**src/rtl/fp_cmp_sched.sv**
```systemverilog
// rtl/fp_cmp_sched.sv - round-robin scheduler in front of a shared FP compare unit
// fp_cmp is the combinational feq/flt/fle datapath; fp_cmp_sched arbitrates and pipelines it.

module fp_cmp (
    input  logic [64:0] iData1,
    input  logic [64:0] iData2,
    input  logic [2:0]  iRm,
    input  logic [9:0]  iClass1,
    input  logic [9:0]  iClass2,
    output logic [63:0] oResult,
    output logic [4:0]  oFlags
);

    logic        w_sign1;
    logic        w_sign2;
    logic [62:0] w_mag1;
    logic [62:0] w_mag2;
    logic        w_nan_any;
    logic        w_snan_any;
    logic        w_zero_both;
    logic        w_eq;
    logic        w_lt;

    // Operands arrive sign-extended to 65 bits; bit 64 carries the sign.
    assign w_sign1     = iData1[64];
    assign w_sign2     = iData2[64];
    assign w_mag1      = iData1[62:0];
    assign w_mag2      = iData2[62:0];
    assign w_nan_any   = iClass1[8] | iClass1[9] | iClass2[8] | iClass2[9];
    assign w_snan_any  = iClass1[8] | iClass2[8];
    assign w_zero_both = (iClass1[3] | iClass1[4]) & (iClass2[3] | iClass2[4]);

    assign w_eq = w_zero_both | ({w_sign1, w_mag1} == {w_sign2, w_mag2});

    always_comb begin
        w_lt = 1'b0;
        if (w_zero_both) begin
            w_lt = 1'b0;
        end else if (w_sign1 != w_sign2) begin
            w_lt = w_sign1;
        end else if (!w_sign1) begin
            w_lt = (w_mag1 < w_mag2);
        end else begin
            w_lt = (w_mag1 > w_mag2);
        end
    end

    // feq signals NV only on sNaN; the ordered compares signal it on any NaN.
    always_comb begin
        oResult = 64'd0;
        oFlags  = 5'd0;
        case (iRm)
            3'd2: begin
                oFlags[4]  = w_snan_any;
                oResult[0] = ~w_nan_any & w_eq;
            end
            3'd1: begin
                oFlags[4]  = w_nan_any;
                oResult[0] = ~w_nan_any & w_lt;
            end
            3'd0: begin
                oFlags[4]  = w_nan_any;
                oResult[0] = ~w_nan_any & (w_lt | w_eq);
            end
            default: begin
                oResult = 64'd0;
                oFlags  = 5'd0;
            end
        endcase
    end

endmodule

module fp_cmp_sched #(
    parameter int NUM_REQ = 4,
    parameter int ID_W    = 2
) (
    input  logic                 iClk,
    input  logic                 iRstn,
    input  logic [NUM_REQ-1:0]   iReqValid,
    output logic [NUM_REQ-1:0]   oReqReady,
    input  logic [NUM_REQ*65-1:0] iReqData1,
    input  logic [NUM_REQ*65-1:0] iReqData2,
    input  logic [NUM_REQ*3-1:0] iReqRm,
    input  logic [NUM_REQ*10-1:0] iReqClass1,
    input  logic [NUM_REQ*10-1:0] iReqClass2,
    output logic                 oRespValid,
    input  logic                 iRespReady,
    output logic [ID_W-1:0]      oRespId,
    output logic [63:0]          oRespResult,
    output logic [4:0]           oRespFlags,
    output logic [15:0]          oNvCount
);

    logic             r_s1_valid;
    logic [64:0]      r_s1_data1;
    logic [64:0]      r_s1_data2;
    logic [2:0]       r_s1_rm;
    logic [9:0]       r_s1_class1;
    logic [9:0]       r_s1_class2;
    logic [ID_W-1:0]  r_s1_id;

    logic             r_s2_valid;
    logic [ID_W-1:0]  r_s2_id;
    logic [63:0]      r_s2_result;
    logic [4:0]       r_s2_flags;

    logic [ID_W-1:0]  r_rr_ptr;
    logic [15:0]      r_nv_cnt;

    logic             w_s2_adv;
    logic             w_s1_adv;
    logic             w_s1_free;
    logic [NUM_REQ-1:0] w_grant;
    logic [ID_W-1:0]  w_grant_id;
    logic [ID_W-1:0]  w_scan_id;
    logic             w_grant_any;
    logic [64:0]      w_sel_data1;
    logic [64:0]      w_sel_data2;
    logic [2:0]       w_sel_rm;
    logic [9:0]       w_sel_class1;
    logic [9:0]       w_sel_class2;
    logic [63:0]      w_cmp_result;
    logic [4:0]       w_cmp_flags;

    assign w_s2_adv  = ~r_s2_valid | iRespReady;
    assign w_s1_adv  = r_s1_valid & w_s2_adv;
    assign w_s1_free = ~r_s1_valid | w_s1_adv;

    // Scan from rr_ptr upward; the ID_W-wide index wraps modulo NUM_REQ for free.
    always_comb begin
        w_grant     = '0;
        w_grant_id  = '0;
        w_grant_any = 1'b0;
        w_scan_id   = '0;
        for (int k = 0; k < NUM_REQ; k++) begin
            w_scan_id = r_rr_ptr + ID_W'(k);
            if (w_s1_free && !w_grant_any && iReqValid[w_scan_id]) begin
                w_grant_any = 1'b1;
                w_grant_id  = w_scan_id;
            end
        end
        if (w_grant_any) begin
            w_grant[w_grant_id] = 1'b1;
        end
    end

    assign oReqReady = w_grant;

    assign w_sel_data1  = iReqData1[int'(w_grant_id)*65 +: 65];
    assign w_sel_data2  = iReqData2[int'(w_grant_id)*65 +: 65];
    assign w_sel_rm     = iReqRm[int'(w_grant_id)*3 +: 3];
    assign w_sel_class1 = iReqClass1[int'(w_grant_id)*10 +: 10];
    assign w_sel_class2 = iReqClass2[int'(w_grant_id)*10 +: 10];

    always_ff @(posedge iClk or negedge iRstn) begin
        if (!iRstn) begin
            r_s1_valid  <= 1'b0;
            r_s1_data1  <= '0;
            r_s1_data2  <= '0;
            r_s1_rm     <= '0;
            r_s1_class1 <= '0;
            r_s1_class2 <= '0;
            r_s1_id     <= '0;
            r_rr_ptr    <= '0;
        end else if (w_grant_any) begin
            r_s1_valid  <= 1'b1;
            r_s1_data1  <= w_sel_data1;
            r_s1_data2  <= w_sel_data2;
            r_s1_rm     <= w_sel_rm;
            r_s1_class1 <= w_sel_class1;
            r_s1_class2 <= w_sel_class2;
            r_s1_id     <= w_grant_id;
            r_rr_ptr    <= w_grant_id + ID_W'(1);
        end else if (w_s1_adv) begin
            r_s1_valid  <= 1'b0;
        end
    end

    fp_cmp u_fp_cmp (
        .iData1  (r_s1_data1),
        .iData2  (r_s1_data2),
        .iRm     (r_s1_rm),
        .iClass1 (r_s1_class1),
        .iClass2 (r_s1_class2),
        .oResult (w_cmp_result),
        .oFlags  (w_cmp_flags)
    );

    always_ff @(posedge iClk or negedge iRstn) begin
        if (!iRstn) begin
            r_s2_valid  <= 1'b0;
            r_s2_id     <= '0;
            r_s2_result <= '0;
            r_s2_flags  <= '0;
        end else if (w_s1_adv) begin
            r_s2_valid  <= 1'b1;
            r_s2_id     <= r_s1_id;
            r_s2_result <= w_cmp_result;
            r_s2_flags  <= w_cmp_flags;
        end else if (w_s2_adv) begin
            r_s2_valid  <= 1'b0;
        end
    end

    // NV counter sticks at all-ones so the debug path never sees a wrap.
    always_ff @(posedge iClk or negedge iRstn) begin
        if (!iRstn) begin
            r_nv_cnt <= '0;
        end else if (r_s2_valid && iRespReady && r_s2_flags[4] && (r_nv_cnt != 16'hFFFF)) begin
            r_nv_cnt <= r_nv_cnt + 16'd1;
        end
    end

    assign oRespValid  = r_s2_valid;
    assign oRespId     = r_s2_id;
    assign oRespResult = r_s2_result;
    assign oRespFlags  = r_s2_flags;
    assign oNvCount    = r_nv_cnt;

endmodule
```
**config.mk**
```make
export PLATFORM = sky130hd
export DESIGN_NAME = fp_cmp_sched
export DESIGN_NICKNAME = d
export VERILOG_FILES = /design/src/rtl/fp_cmp_sched.sv
export SDC_FILE = /design/constraint.sdc
export NUM_CORES = 1
export LEC_CHECK = 0
export ABC_AREA = 1
export CORE_AREA = 2 2 273 275
export DETAILED_ROUTE_END_ITERATION = 12
export DIE_AREA = 0 0 275 277
export HOLD_SLACK_MARGIN = 0.05
export PLACE_DENSITY_LB_ADDON = 0.25
export RECOVER_POWER = 50
export SYNTH_ARGS = -nofsm -noshare
export SYNTH_HDL_FRONTEND = slang
export SYNTH_SLANG_ARGS = --single-unit
```
**constraint.sdc**
```tcl
create_clock -name iClk -period 2.4 [get_ports iClk]
set_clock_uncertainty 0.05 [all_clocks]
set_input_delay 0.48 -clock iClk [delete_from_list [all_inputs] [get_ports iClk]]
set_output_delay 0.48 -clock iClk [all_outputs]
set_load 0.03 [all_outputs]
```
==> flow_metrics.tcl <==
set metrics [dict create \
    netSwitchingFraction_pct 53.2 \
    reg2reg_slack_ns -0.34 \
    coreArea_sq_mm 0.0736 \
    reg2regPathDepth 17 \
    synthTopCellsByArea "nand2_1, dfrtp_1, nand3_1, ha_1, or2_2" \
    hold_violations 0 \
    drtIter0Drc 813 \
    startpoint_type "flop" \
    reg2reg_to "r_s1_data2[40]" \
    grtUsageTotal_pct 18.5 \
    hold_path_class "flop to flop" \
    grt_pass1_wl_microns 104000 \
    antenna_found_initial 2 \
    grt_max_degree 53 \
    min_from "r_s1_id[0]" \
    htreeDepth 4 \
    initial_core_util_pct 19.5 \
    cts_tree "built" \
    clk_latency_ns 0.48 \
    area_delta_synth_final_pct 66.3 \
    p_per_area_mw_per_mm2 1870 \
    root_buffer "clkbuf_16" \
    dieArea_sq_mm 0.0762 \
    ys_seq_area_share_pct 28.7 \
    dp_slack_ns -0.775 \
    fp.dieW_microns 275 \
    clkSinkCount 165 \
    drtAntennaViolNets 0 \
    top_level_ports 711 \
    numPortBuffers 587 \
    vias 16600 \
    power_frac_clock_pct 6.6 \
    maxCapViolations 0 \
    crit_arrival_ns 2.58 \
    violations "setup timing" \
    sequentialPowerShare_pct 12.6 \
    gp_congestion 0.807 \
    synth_warnings 0 \
    worstPathMaxFanout 11 \
    grt_pass1_vias 16600 \
    finalNetCount 3665 \
    slew_headroom_pct 15.9 \
    slew_viol_final 0 \
    yosysTopAreaCell "nand2_1" \
    via_per_inst 4.18 \
    finalSetupViolCount 145 \
    drc 0 \
    worstMarginPinSlew_ns 1.26 \
    min_to "oRespId[0]" \
    min_period_ns 3.11 \
    timing.rr.start "r_rr_ptr[0]" \
    yosysMostFrequentCell "nand2_1" \
    die-height_microns 277 \
    cts_buffer_depth 2 \
    power_frac_comb_pct 80.8 \
    yosys-top-cells-count "nand2_1, nand3_1, dfrtp_1, inv_1, or2_2" \
    routed_wl_microns 75900 \
    synth_top_area_share_pct 30.1 \
    place.detailed.hpwl_microns 57500 \
    async_flop_share_pct 100 \
    layout-drive-gt1-share_pct 13.9 \
    synth-edff-count 0 \
    worstSetupPathType "flop to output pin" \
    p_switching_mw 23.8 \
    avgSynthCellArea_sq_um 6.12 \
    tns_ns -35.96 \
    path_clk_slew_ns 0.08 \
    whs_path_depth 2 \
    overflow 0 \
    outcome "complete, but fails checks" \
    synth_cell_types 37 \
    p_int_mw 20.9 \
    period_share_pct 129 \
    fmax_mhz 322 \
    ir_drop_uv 924 \
    leakagePower_nw 11.9 \
    wire_per_inst_microns 19.1 \
    drtPass1Iterations 5 \
    required_ns 1.87 \
    setup.worst_path.end_class "output pin" \
    rows 100 \
    ys.flop_type "dfrtp_1" \
    cp-startpoint "r_rr_ptr[0]" \
    worst_slack_ns -0.706 \
    cts_inserted_buffers 17 \
    ys_seq_elements 165 \
    synthCells 2348 \
    rsz0062_at_grt "yes" \
    synthesis.area_sq_mm 0.0144 \
]
==> sequential cells by signal, summed over array words and instances, names as in the netlist <==
signal / cells
oRespValid: 1
r_s1_data1: 64
oNvCount: 16
r_s1_class2: 4
r_s1_rm: 3
r_s1_id: 2
r_s1_valid: 1
r_s1_class1: 4
r_rr_ptr: 2
oRespId: 2
r_s1_data2: 64
oRespFlags: 1
oRespResult: 1
==> area by class of cell <==
| class | instances | area (sq um) |
|---|---|---|
| Fill cell | 8054 | 49700 |
| Clock buffer | 18 | 439 |
| Antenna cell | 2 | 5.00 |
| Tap cell | 969 | 1210 |
| Timing Repair Buffer | 748 | 8150 |
| Inverter | 119 | 452 |
| Sequential cell | 165 | 4130 |
| Multi-Input combinational cell | 1927 | 9330 |
| Clock inverter | 14 | 166 |
==> timing repair <==
action / CTS / global route
hold buffers: 1 / 0
gates cloned: 7 / 21
endpoints found under the hold margin: 41 / 0
pin swaps: 12 / 38
buffers inserted: 10 / 10
gates resized for setup: 29 / 120
endpoints found under the setup margin: 146 / 146
==> stage by stage <==
| stage | instance area, sq um | util [%] | instances | total power, mW | hold slack, ns |
|---|---|---|---|---|---|
| after detailed placement | 21900 | 29.8 | 3880 | 36.1 | 0.409 |
| after CTS | 22900 | 31.2 | 3929 | 41.6 | 0.422 |
| after global routing | 23900 | 32.5 | 3961 | 49.2 | 0.451 |
| final | 23900 | 32.5 | 3962 | 44.7 | 0.426 |
| after global placement | 21900 | 29.8 | 3880 | 36.0 | 0.415 |
| after floorplan | 14800 | - | 2414 | 24.2 | 0.134 |
==> kinds of logic after synthesis <==
kind of cell             share of synthesized area [%]
AO/OA/AOI/OAI                                     4.28
XOR/XNOR                                          1.15
adder cells (fa/ha/maj)                           5.92
buffers and inverters                             11.1
flip-flops                                        28.7
multiplexers                                    0.0784
other                                           0.0261
AND/OR/NAND/NOR                                   48.7
==> power by group through the flow <==
stage / clock (mW) / sequential (mW) / combinational (mW)
after global placement: 0 / 5.78 / 30.2
after CTS: 3.09 / 5.74 / 32.8
final: 2.95 / 5.63 / 36.1
after detailed placement: 0 / 5.78 / 30.3
after global routing: 3.17 / 5.81 / 40.2
after floorplan: 0 / 5.11 / 19.1
==> worst max-delay path by stage <==
stage                     endpoint  slack, ns  cells after the start
finish                oReqReady[0]      -0.71                     13
global route          oReqReady[1]      -0.87                     14
CTS                   oReqReady[3]      -0.74                     12
detailed placement  r_s1_data2[46]      -0.78                     15
global placement    r_s1_class1[3]      -0.73                     15
floorplan             oReqReady[0]      -0.19                     15
==> worst max-delay path, cell delays in order (launching register included) <==
cell,delay (ns)
dfrtp_2,0.43
buf_12,0.15
nand2_1,0.09
nand3_1,0.11
nand2_1,0.10
buf_4,0.12
nand4_4,0.14
o21ai_4,0.27
nand2_8,0.10
buf_12,0.16
ha_2,0.18
inv_2,0.06
nor2_4,0.03
buf_6,0.14
==> cell usage in the layout (no fill, tap or decap), types with 21 or more instances in the layout <==
cell	instances
nand2_1	1099
clkdlybuf4s50_1	582
nand3_1	265
dfrtp_1	162
inv_1	112
or2_2	110
buf_4	75
nor2_1	73
conb_1	67
ha_1	65
a21oi_1	61
nand2_2	51
clkbuf_16	33
buf_12	32
nand4_1	23
a21boi_1	21
==> layer usage <==
layer | share of wire [%] | routed length [microns] | track usage, %
met5 | 0 | 0 | 0
met4 | 2.1 | 1560 | 4.55
met3 | 4.9 | 3720 | 3.73
met2 | 51 | 38900 | 34.1
met1 | 42 | 31700 | 21.6
No activity file was read; power rests on OpenSTA's default activity.
